<file path="src/rtl/uart_tx_pkg.sv">
// ============================================================================
//  Module      : uart_tx_pkg
//  Description : Shared state encoding and framing constants for the UART
//                transmit serializer.
//  Revision    : 1.0 - initial release
// ============================================================================
`default_nettype none

package uart_tx_pkg;

    typedef enum logic [2:0] {
        IDLE   = 3'd0,
        START  = 3'd1,
        DATA   = 3'd2,
        PARITY = 3'd3,
        STOP   = 3'd4
    } tx_state_t;

    localparam logic PAR_EVEN      = 1'b0;
    localparam logic PAR_ODD       = 1'b1;
    localparam int   STOP_BITS_MAX = 2;

endpackage

`default_nettype wire

</file>
<file path="src/rtl/uart_parity_calc.sv">
// ============================================================================
//  Module      : uart_parity_calc
//  Description : Even/odd parity bit for a DATA_WIDTH-bit word.
//  Revision    : 1.0 - initial release
// ============================================================================
`default_nettype none

module uart_parity_calc #(
    parameter int DATA_WIDTH = 8
) (
    input  logic [DATA_WIDTH-1:0] i_data,
    input  logic                  i_par_typ,
    output logic                  o_parity
);
    import uart_tx_pkg::*;

    logic w_xor;

    assign w_xor    = ^i_data;
    assign o_parity = (i_par_typ == PAR_EVEN) ? w_xor : ~w_xor;

endmodule

`default_nettype wire

</file>
<file path="src/rtl/uart_tx_frame_ser.sv">
// ============================================================================
//  Module      : uart_tx_frame_ser
//  Description : UART frame serializer, one bit per clock, with a one-entry
//                holding buffer, optional parity and one or two stop bits.
//  Revision    : 1.0 - initial release
// ============================================================================
`default_nettype none

module uart_tx_frame_ser #(
    parameter int DATA_WIDTH = 8
) (
    input  logic                  clk,
    input  logic                  rst,
    input  logic [DATA_WIDTH-1:0] p_data,
    input  logic                  data_valid,
    output logic                  data_ready,
    input  logic                  par_en,
    input  logic                  par_typ,
    input  logic                  stop2,
    output logic                  tx_out,
    output logic                  busy,
    output logic                  frame_done
);
    import uart_tx_pkg::*;

    localparam int                CNT_W      = $clog2(DATA_WIDTH);
    localparam int                STOP_CNT_W = $clog2(STOP_BITS_MAX);
    localparam logic [CNT_W-1:0]  c_LAST_BIT = CNT_W'(DATA_WIDTH - 1);

    tx_state_t               r_state;
    logic [DATA_WIDTH-1:0]   r_buf;
    logic                    r_buf_valid;
    logic [DATA_WIDTH-1:0]   r_shift;
    logic [CNT_W-1:0]        r_cnt;
    logic [STOP_CNT_W-1:0]   r_stop_cnt;
    logic                    r_par_en;
    logic                    r_stop2;
    logic                    r_par_bit;
    logic                    r_tx;
    logic                    r_busy;
    logic                    r_done;

    logic                    w_parity;
    logic                    w_last_stop;
    logic                    w_start;

    // Parity is taken from the buffered word as it moves into the shifter,
    // so the frame's parity is fixed before any data bit goes out.
    uart_parity_calc #(
        .DATA_WIDTH (DATA_WIDTH)
    ) u_parity (
        .i_data    (r_buf),
        .i_par_typ (par_typ),
        .o_parity  (w_parity)
    );

    assign w_last_stop = (r_stop_cnt == STOP_CNT_W'(r_stop2));
    assign w_start     = r_buf_valid &&
                         ((r_state == IDLE) || ((r_state == STOP) && w_last_stop));

    always_ff @(posedge clk or posedge rst) begin
        if (rst) begin
            r_state     <= IDLE;
            r_buf       <= '0;
            r_buf_valid <= 1'b0;
            r_shift     <= '0;
            r_cnt       <= '0;
            r_stop_cnt  <= '0;
            r_par_en    <= 1'b0;
            r_stop2     <= 1'b0;
            r_par_bit   <= 1'b0;
            r_tx        <= 1'b1;
            r_busy      <= 1'b0;
            r_done      <= 1'b0;
        end else begin
            if (w_start) begin
                r_buf_valid <= 1'b0;
            end else if (data_valid && !r_buf_valid) begin
                r_buf       <= p_data;
                r_buf_valid <= 1'b1;
            end

            case (r_state)
                IDLE: begin
                    r_tx   <= 1'b1;
                    r_busy <= 1'b0;
                    r_done <= 1'b0;
                end
                START: begin
                    r_state <= DATA;
                    r_tx    <= r_shift[0];
                    r_shift <= r_shift >> 1;
                    r_cnt   <= '0;
                end
                DATA: begin
                    if (r_cnt == c_LAST_BIT) begin
                        if (r_par_en) begin
                            r_state <= PARITY;
                            r_tx    <= r_par_bit;
                        end else begin
                            r_state    <= STOP;
                            r_tx       <= 1'b1;
                            r_stop_cnt <= '0;
                            r_done     <= ~r_stop2;
                        end
                    end else begin
                        r_tx    <= r_shift[0];
                        r_shift <= r_shift >> 1;
                        r_cnt   <= r_cnt + 1'b1;
                    end
                end
                PARITY: begin
                    r_state    <= STOP;
                    r_tx       <= 1'b1;
                    r_stop_cnt <= '0;
                    r_done     <= ~r_stop2;
                end
                STOP: begin
                    if (w_last_stop) begin
                        r_state <= IDLE;
                        r_tx    <= 1'b1;
                        r_busy  <= 1'b0;
                        r_done  <= 1'b0;
                    end else begin
                        r_stop_cnt <= r_stop_cnt + 1'b1;
                        r_done     <= ((r_stop_cnt + 1'b1) == STOP_CNT_W'(r_stop2));
                    end
                end
                default: begin
                    r_state <= IDLE;
                    r_tx    <= 1'b1;
                    r_busy  <= 1'b0;
                    r_done  <= 1'b0;
                end
            endcase

            // A frame start overrides whatever the state logic chose above,
            // which is what gives back-to-back frames with no idle gap.
            if (w_start) begin
                r_state   <= START;
                r_shift   <= r_buf;
                r_par_en  <= par_en;
                r_stop2   <= stop2;
                r_par_bit <= w_parity;
                r_cnt     <= '0;
                r_tx      <= 1'b0;
                r_busy    <= 1'b1;
                r_done    <= 1'b0;
            end
        end
    end

    assign data_ready = ~r_buf_valid;
    assign tx_out     = r_tx;
    assign busy       = r_busy;
    assign frame_done = r_done;

endmodule

`default_nettype wire

</file>
<file path="config.mk">
export PLATFORM = sky130hd
export DESIGN_NAME = uart_tx_frame_ser
export DESIGN_NICKNAME = d
export VERILOG_FILES = /design/src/rtl/uart_tx_pkg.sv /design/src/rtl/uart_parity_calc.sv /design/src/rtl/uart_tx_frame_ser.sv
export SDC_FILE = /design/constraint.sdc
export NUM_CORES = 1
export LEC_CHECK = 0
export BUFFER_PORTS_ARGS = -buffer_cell sky130_fd_sc_hd__buf_2
export CAP_MARGIN = 15
export CORE_ASPECT_RATIO = 1.25
export CORE_MARGIN = 5
export CORE_UTILIZATION = 25
export DETAILED_ROUTE_END_ITERATION = 12
export GPL_ROUTABILITY_DRIVEN = 0
export PLACE_DENSITY = 0.37
export SLEW_MARGIN = 20
export SYNTH_ARGS = -nofsm -noshare
export SYNTH_HDL_FRONTEND = slang
export SYNTH_SLANG_ARGS = --single-unit
</file>
<file path="constraint.sdc">
create_clock -name clk -period 2.81 [get_ports clk]
set_clock_uncertainty 0.2 [all_clocks]
set_input_delay 0.1405 -clock clk [delete_from_list [all_inputs] [get_ports clk]]
set_output_delay 0.1405 -clock clk [all_outputs]
set_load 0.005 [all_outputs]
</file>
Word level (Yosys, flattened, before mapping)
Cells that the tools add are included.
{ "word_totals": {"output_inout_bits": 4, "wordCells": 83, "regBits": 30} }
{ "op_classes": {"eq_ne": 17, "bitwise_logic": 4, "add_sub_neg": 2, "reduce_logical": 17, "n_mux": 31} }
{ "ops": {"columns": ["cell", "count"], "rows": [
  ["3-bit 2-to-1 mux", 6],
  ["1-bit 2-to-1 mux", 16],
  ["8-bit 2-to-1 mux", 2],
  ["8-bit one-hot mux with 2 select lines", 1],
  ["3-bit one-hot mux with 5 select lines", 1],
  ["3-bit != test (second input constant)", 4],
  ["2-bit != test (second input constant)", 5],
  ["8-bit parity", 1],
  ["3-bit by 2-bit == test with 1-bit output (second input constant)", 2],
  ["3-bit == test (second input constant)", 2],
  ["1-bit one-hot mux with 3 select lines", 2],
  ["3-bit one-hot mux with 2 select lines", 1],
  ["2-bit AND reduction", 3],
  ["3-bit AND reduction", 2],
  ["3-bit nonzero test", 2],
  ["1-bit inverter", 4],
  ["1-bit one-hot mux with 4 select lines", 1],
  ["4-bit AND reduction", 1],
  ["3-bit by 1-bit adder with 3-bit output (second input constant)", 1],
  ["3-bit by 1-bit == test with 1-bit output (second input constant)", 1],
  ["1-bit logical AND", 3],
  ["3-bit zero test", 1],
  ["3-bit OR reduction", 1],
  ["1-bit == test", 2],
  ["6 further kinds", 6]
]} }

Longest topological paths before layout
{ "logic_depth": {"word_depth": 6, "mapped_depth": 7} }

Modules after synthesis
A second synthesis with hierarchy kept.
{ "hier_totals": {"hier_cells": 108, "area_unflattened_um2": 1423.9} }
{ "by_module_without_submodules": {"columns": ["module", "area_per_inst_um2", "n_inst", "cells_per_inst"], "rows": [
  ["uart_tx_frame_ser", 1341.3, 1, 101],
  ["uart_parity_calc", 82.6, 1, 7]
]} }

Least setup slack after synthesis
Ideal clock, no wire load.
{ "synth_timing": {"path_kind": "register to register", "start": "reg r_cnt[0]", "end": "reg r_shift[7]", "synth_period_minus_slack_ns": 2.108, "slack_ns": 0.702, "path_buffers": 1, "t_required_ns": 2.489, "setup_ns": 0.121, "t_arrival_ns": 1.787, "path_stages_with_launch": 8, "cell_sequence": "dfrtp_1 -> ha_1 -> ha_1 -> or3b_1 -> a21oi_4 -> nor2_2 -> buf_6 -> a22o_1"} }
{ "synth_between": {"elab_chain_cells": 3} }
{ "synth_lines": {"columns": ["element", "line", "source"], "rows": [
  ["start, declared", "uart_tx_frame_ser.sv:34", "logic [CNT_W-1:0] r_cnt;"],
  ["start signal, assigned", "uart_tx_frame_ser.sv:109", "r_cnt <= r_cnt + 1'b1;"],
  ["3-bit == test", "uart_tx_frame_ser.sv:96", "if (r_cnt == c_LAST_BIT) begin"],
  ["3-bit != test (no line)", null, null],
  ["2-bit AND reduction (no line)", null, null],
  ["end signal, assigned", "uart_tx_frame_ser.sv:92", "r_shift <= r_shift >> 1;"],
  ["end signal, assigned", "uart_tx_frame_ser.sv:108", "r_shift <= r_shift >> 1;"],
  ["end signal, assigned", "uart_tx_frame_ser.sv:141", "r_shift <= r_buf;"],
  ["end, declared", "uart_tx_frame_ser.sv:33", "logic [DATA_WIDTH-1:0] r_shift;"]
]} }
No other way between the ends.
A chain may end at the register's enable or synchronous reset.

Worst setup path after layout
{ "layout_timing": {"start": "reg r_cnt[0]", "end": "reg r_cnt[0]"} }
{ "layout_between": {"elab_chain_cells": 4} }
{ "layout_lines": {"columns": ["element", "line", "source"], "rows": [
  ["3-bit by 1-bit adder with 3-bit output", "uart_tx_frame_ser.sv:109", null],
  ["3-bit 2-to-1 mux", "uart_tx_frame_ser.sv:96", null],
  ["3-bit one-hot mux with 2 select lines", "uart_tx_frame_ser.sv:83", "case (r_state)"],
  ["3-bit 2-to-1 mux", "uart_tx_frame_ser.sv:139", "if (w_start) begin"]
]} }
Parallel ways exist; a longest one is shown, timed or not. The select of a mux whose other input is x is not followed.

==> flow_metrics.tcl <==
set metrics [dict create \
    outcome "completed" \
    p_int_w 0.00138 \
    coreArea_um2 5440 \
    crit_path_max_incr_delay_ns 0.41 \
    netlist_area_um2 1400 \
    post-route-worst-setup-slack_ns 0.520 \
    clock_tree.htree_level_count 2 \
    async_flop_share_pct 100 \
    route.detailed.vias_per_inst 4.63 \
    critical_path_buf_inv_count 0 \
    period_needed_ns 2.29 \
    portBuffers 17 \
    ctsLongestPathBuffers 2 \
    grt_antenna_before_repair 0 \
    largest_delay_share_family_worst_path "simple AND/OR/NAND/NOR gates" \
    preCtsSetupSlack_ns 0.528 \
    cp-end-kind "flip-flop" \
    synthCells 109 \
    pin_count 18 \
    crit_top_cell "sky130_fd_sc_hd__ha_1" \
    synth_sequential_area_ratio_pct 53.8 \
    detail_route.wirelength_um 2900 \
    syn_avg_cell_area_um2 12.8 \
    final-setup-viol-count 0 \
    grtUsageMet3_pct 3.18 \
    criticalPathCategory "reg -> reg" \
    final_layout_size_suffix_gt1_share_pct 27.1 \
    cts_hold_buffers 12 \
    power_w 0.00218 \
    rsz_0062_raised_after_global_routing "no" \
    worst_slew_margin_rel_pct 50.8 \
    hold_class "in -> async" \
    number_of_different_library_cells_in_the_post_synthesis_netlist 33 \
    final_common_cell "sky130_fd_sc_hd__dfrtp_1" \
    postSynthNetCount 125 \
    worst_ep_required_time_ns 2.78 \
    power.switching_w 0.000794 \
    worstPathCellList "ha_1 > ha_1 > or3b_1 > a21oi_4 > nor2_2 > mux2_2" \
    static-leakage-power_nw 0.824 \
    detail_route.iter0.violations 16 \
    drt_pre_antenna_iters 4 \
    busiest_layer "met2" \
    worst_path_max_delay_cell "sky130_fd_sc_hd__or3b_1" \
    drc 0 \
    final-max-slew-violation-count 0 \
    cts_setup_buffers 0 \
    power.share.sequential_pct 38.9 \
    synth_enable_flop_cells 0 \
    gr-usage-all-layers_pct 9.32 \
    cts_sink_cnt 30 \
    detail-route-antenna-nets 0 \
    number_of_synthesized_register_bits 30 \
    grt_pass1_vias 1052 \
    detailedPlacementHpwl_um 2100 \
    nets 159 \
    cp_data_arrival_time_ns 2.25 \
    rows 30 \
    post-route-period-util_pct 81.5 \
    die-height_um 93.6 \
    tightest_slew_ns 0.736 \
    global_route.usage.met1_pct 10.6 \
    worst-path-max-fanout 11 \
    dr_total_vias 963 \
    overflow 0 \
    tritoncts.num_buffers 5 \
    setup_tns_ns 0 \
    cts.repair.resized 0 \
    finalHoldViolations 0 \
    grt_max_degree 31 \
    sw_frac_of_total_pct 36.5 \
    worstSkewPairLatency_ns 0.28 \
    n_antenna_cell 0 \
    comb_power_share_pct 45.8 \
    most_frequent_cells_in_the_layout "sky130_fd_sc_hd__dfrtp_1, sky130_fd_sc_hd__buf_2, sky130_fd_sc_hd__dlygate4sd3_1" \
    cts_tree "yes" \
    path_clk_slew_ns 0.06 \
    floorplan.die_area_um2 7200 \
    grt_util_met2_pct 15.4 \
    timing.max_cap.violations 0 \
    synth_flop_cell "sky130_fd_sc_hd__dfrtp_1" \
    achievable-frequency_ghz 0.437 \
    power.ir.vdd_worst_v 0.000395 \
    power_density_nw_per_um2 1240 \
    grt_first_pass_wirelength_um 5200 \
    share_clk_of_total_power_pct 15.2 \
    fillerInstances 539 \
    yosys_warnings 0 \
    syn2layout_area_growth_pct 25.0 \
    start_kind "flip-flop" \
    die_x_extent_um 76.9 \
    routed_wire_length_per_instance_um 14.0 \
    start_util_pct 25.7 \
    final_cell_utilization_of_the_core_pct 32.1 \
    clockRootBuffer "sky130_fd_sc_hd__clkbuf_8" \
]
==> layout make-up <==
class	instances	area [µm²]	area share, %
inverter	4	15.0	0.859
multi-input combinational	70	593	33.9
tap	64	80.1	4.58
sequential	30	752	43.0
timing repair buffer	32	228	13.0
clock buffer	8	80.1	4.58
==> kinds of logic (layout without fill, tap and decap cells) <==
logic type	after synthesis	count (layout)	share of synthesized area [%]
AO/OA/AOI/OAI	32	32	19.2
flip-flops	30	30	53.8
AND/OR/NAND/NOR	16	16	5.73
multiplexers	12	12	9.66
buffers and inverters	9	44	3.85
XOR/XNOR	8	8	5.99
adder cells (fa/ha/maj)	2	2	1.79
==> worst min-delay path, cell delays in order <==
cell and delay, ns:
sky130_fd_sc_hd__dlygate4sd3_1 0.53, sky130_fd_sc_hd__buf_2 0.12, sky130_fd_sc_hd__inv_1 0.04, sky130_fd_sc_hd__buf_4 0.36
==> state kept, by name (all words and copies together), names as in the netlist <==
signal and count:
busy 1, frame_done 1, r_buf 8, r_buf_valid 1
r_cnt 3, r_par_bit 1, r_par_en 1, r_shift 8
r_state 3, r_stop2 1, r_stop_cnt 1, tx_out 1
==> layer usage <==
layer  vias up  wire length (µm)
met3         4               116
met1       482              1260
met4         0                48
met2        18              1480
met5         -                 0
li1        459                 -
==> cell usage after synthesis (all sizes together), types with 2 or more instances <==
cell      n  share of area, %
ha        2               1.8
dfrtp    29                52
o21ai     4               1.4
a21o      8               4.3
a22o     10               6.3
xnor2     5               3.1
a21oi     4               2.2
nor2      7               2.1
mux2     12               9.7
a2111oi   2               2.6
nor3      2              0.72
xor2      2               1.3
nand2     2              0.54
inv       4               1.1
buf       4               2.5
==> path summary, 6_finish.rpt <==
| kind | startpoint | to | slack, ns | cells past startpoint |
|---|---|---|---|---|
| worst max-delay path | r_cnt[0] | r_cnt[0] | 0.52 | 6 |
| worst min-delay path | rst | r_buf[0] | 0.28 | 4 |
| worst max register to register | r_cnt[0] | r_cnt[0] | 0.52 | 6 |
| worst min register to register | busy | busy | 0.28 | 1 |
| max in group asynchronous | rst | tx_out | 1.80 | 4 |
| min in group clk | busy | busy | 0.28 | 1 |
==> power groups by stage <==
stage               logic, W  registers (W)  clock network, W
floorplan           0.000875       0.000771                 0
global placement    0.000992       0.000855                 0
detailed placement   0.00100       0.000859                 0
CTS                  0.00102       0.000851          0.000350
global route         0.00111       0.000880          0.000368
finish              0.000997       0.000847          0.000332
==> per-stage QoR <==
step           cell area [µm²]  hold slack [ns]  instances
6_report                  1750            0.278        208
5_1_grt                   1750            0.285        208
4_1_cts                   1750            0.282        208
3_5_place_dp              1550           0.0458        188
3_3_place_gp              1550           0.0436        188
2_1_floorplan             1400           0.0306        109
Power figures use the tool's default switching activity.
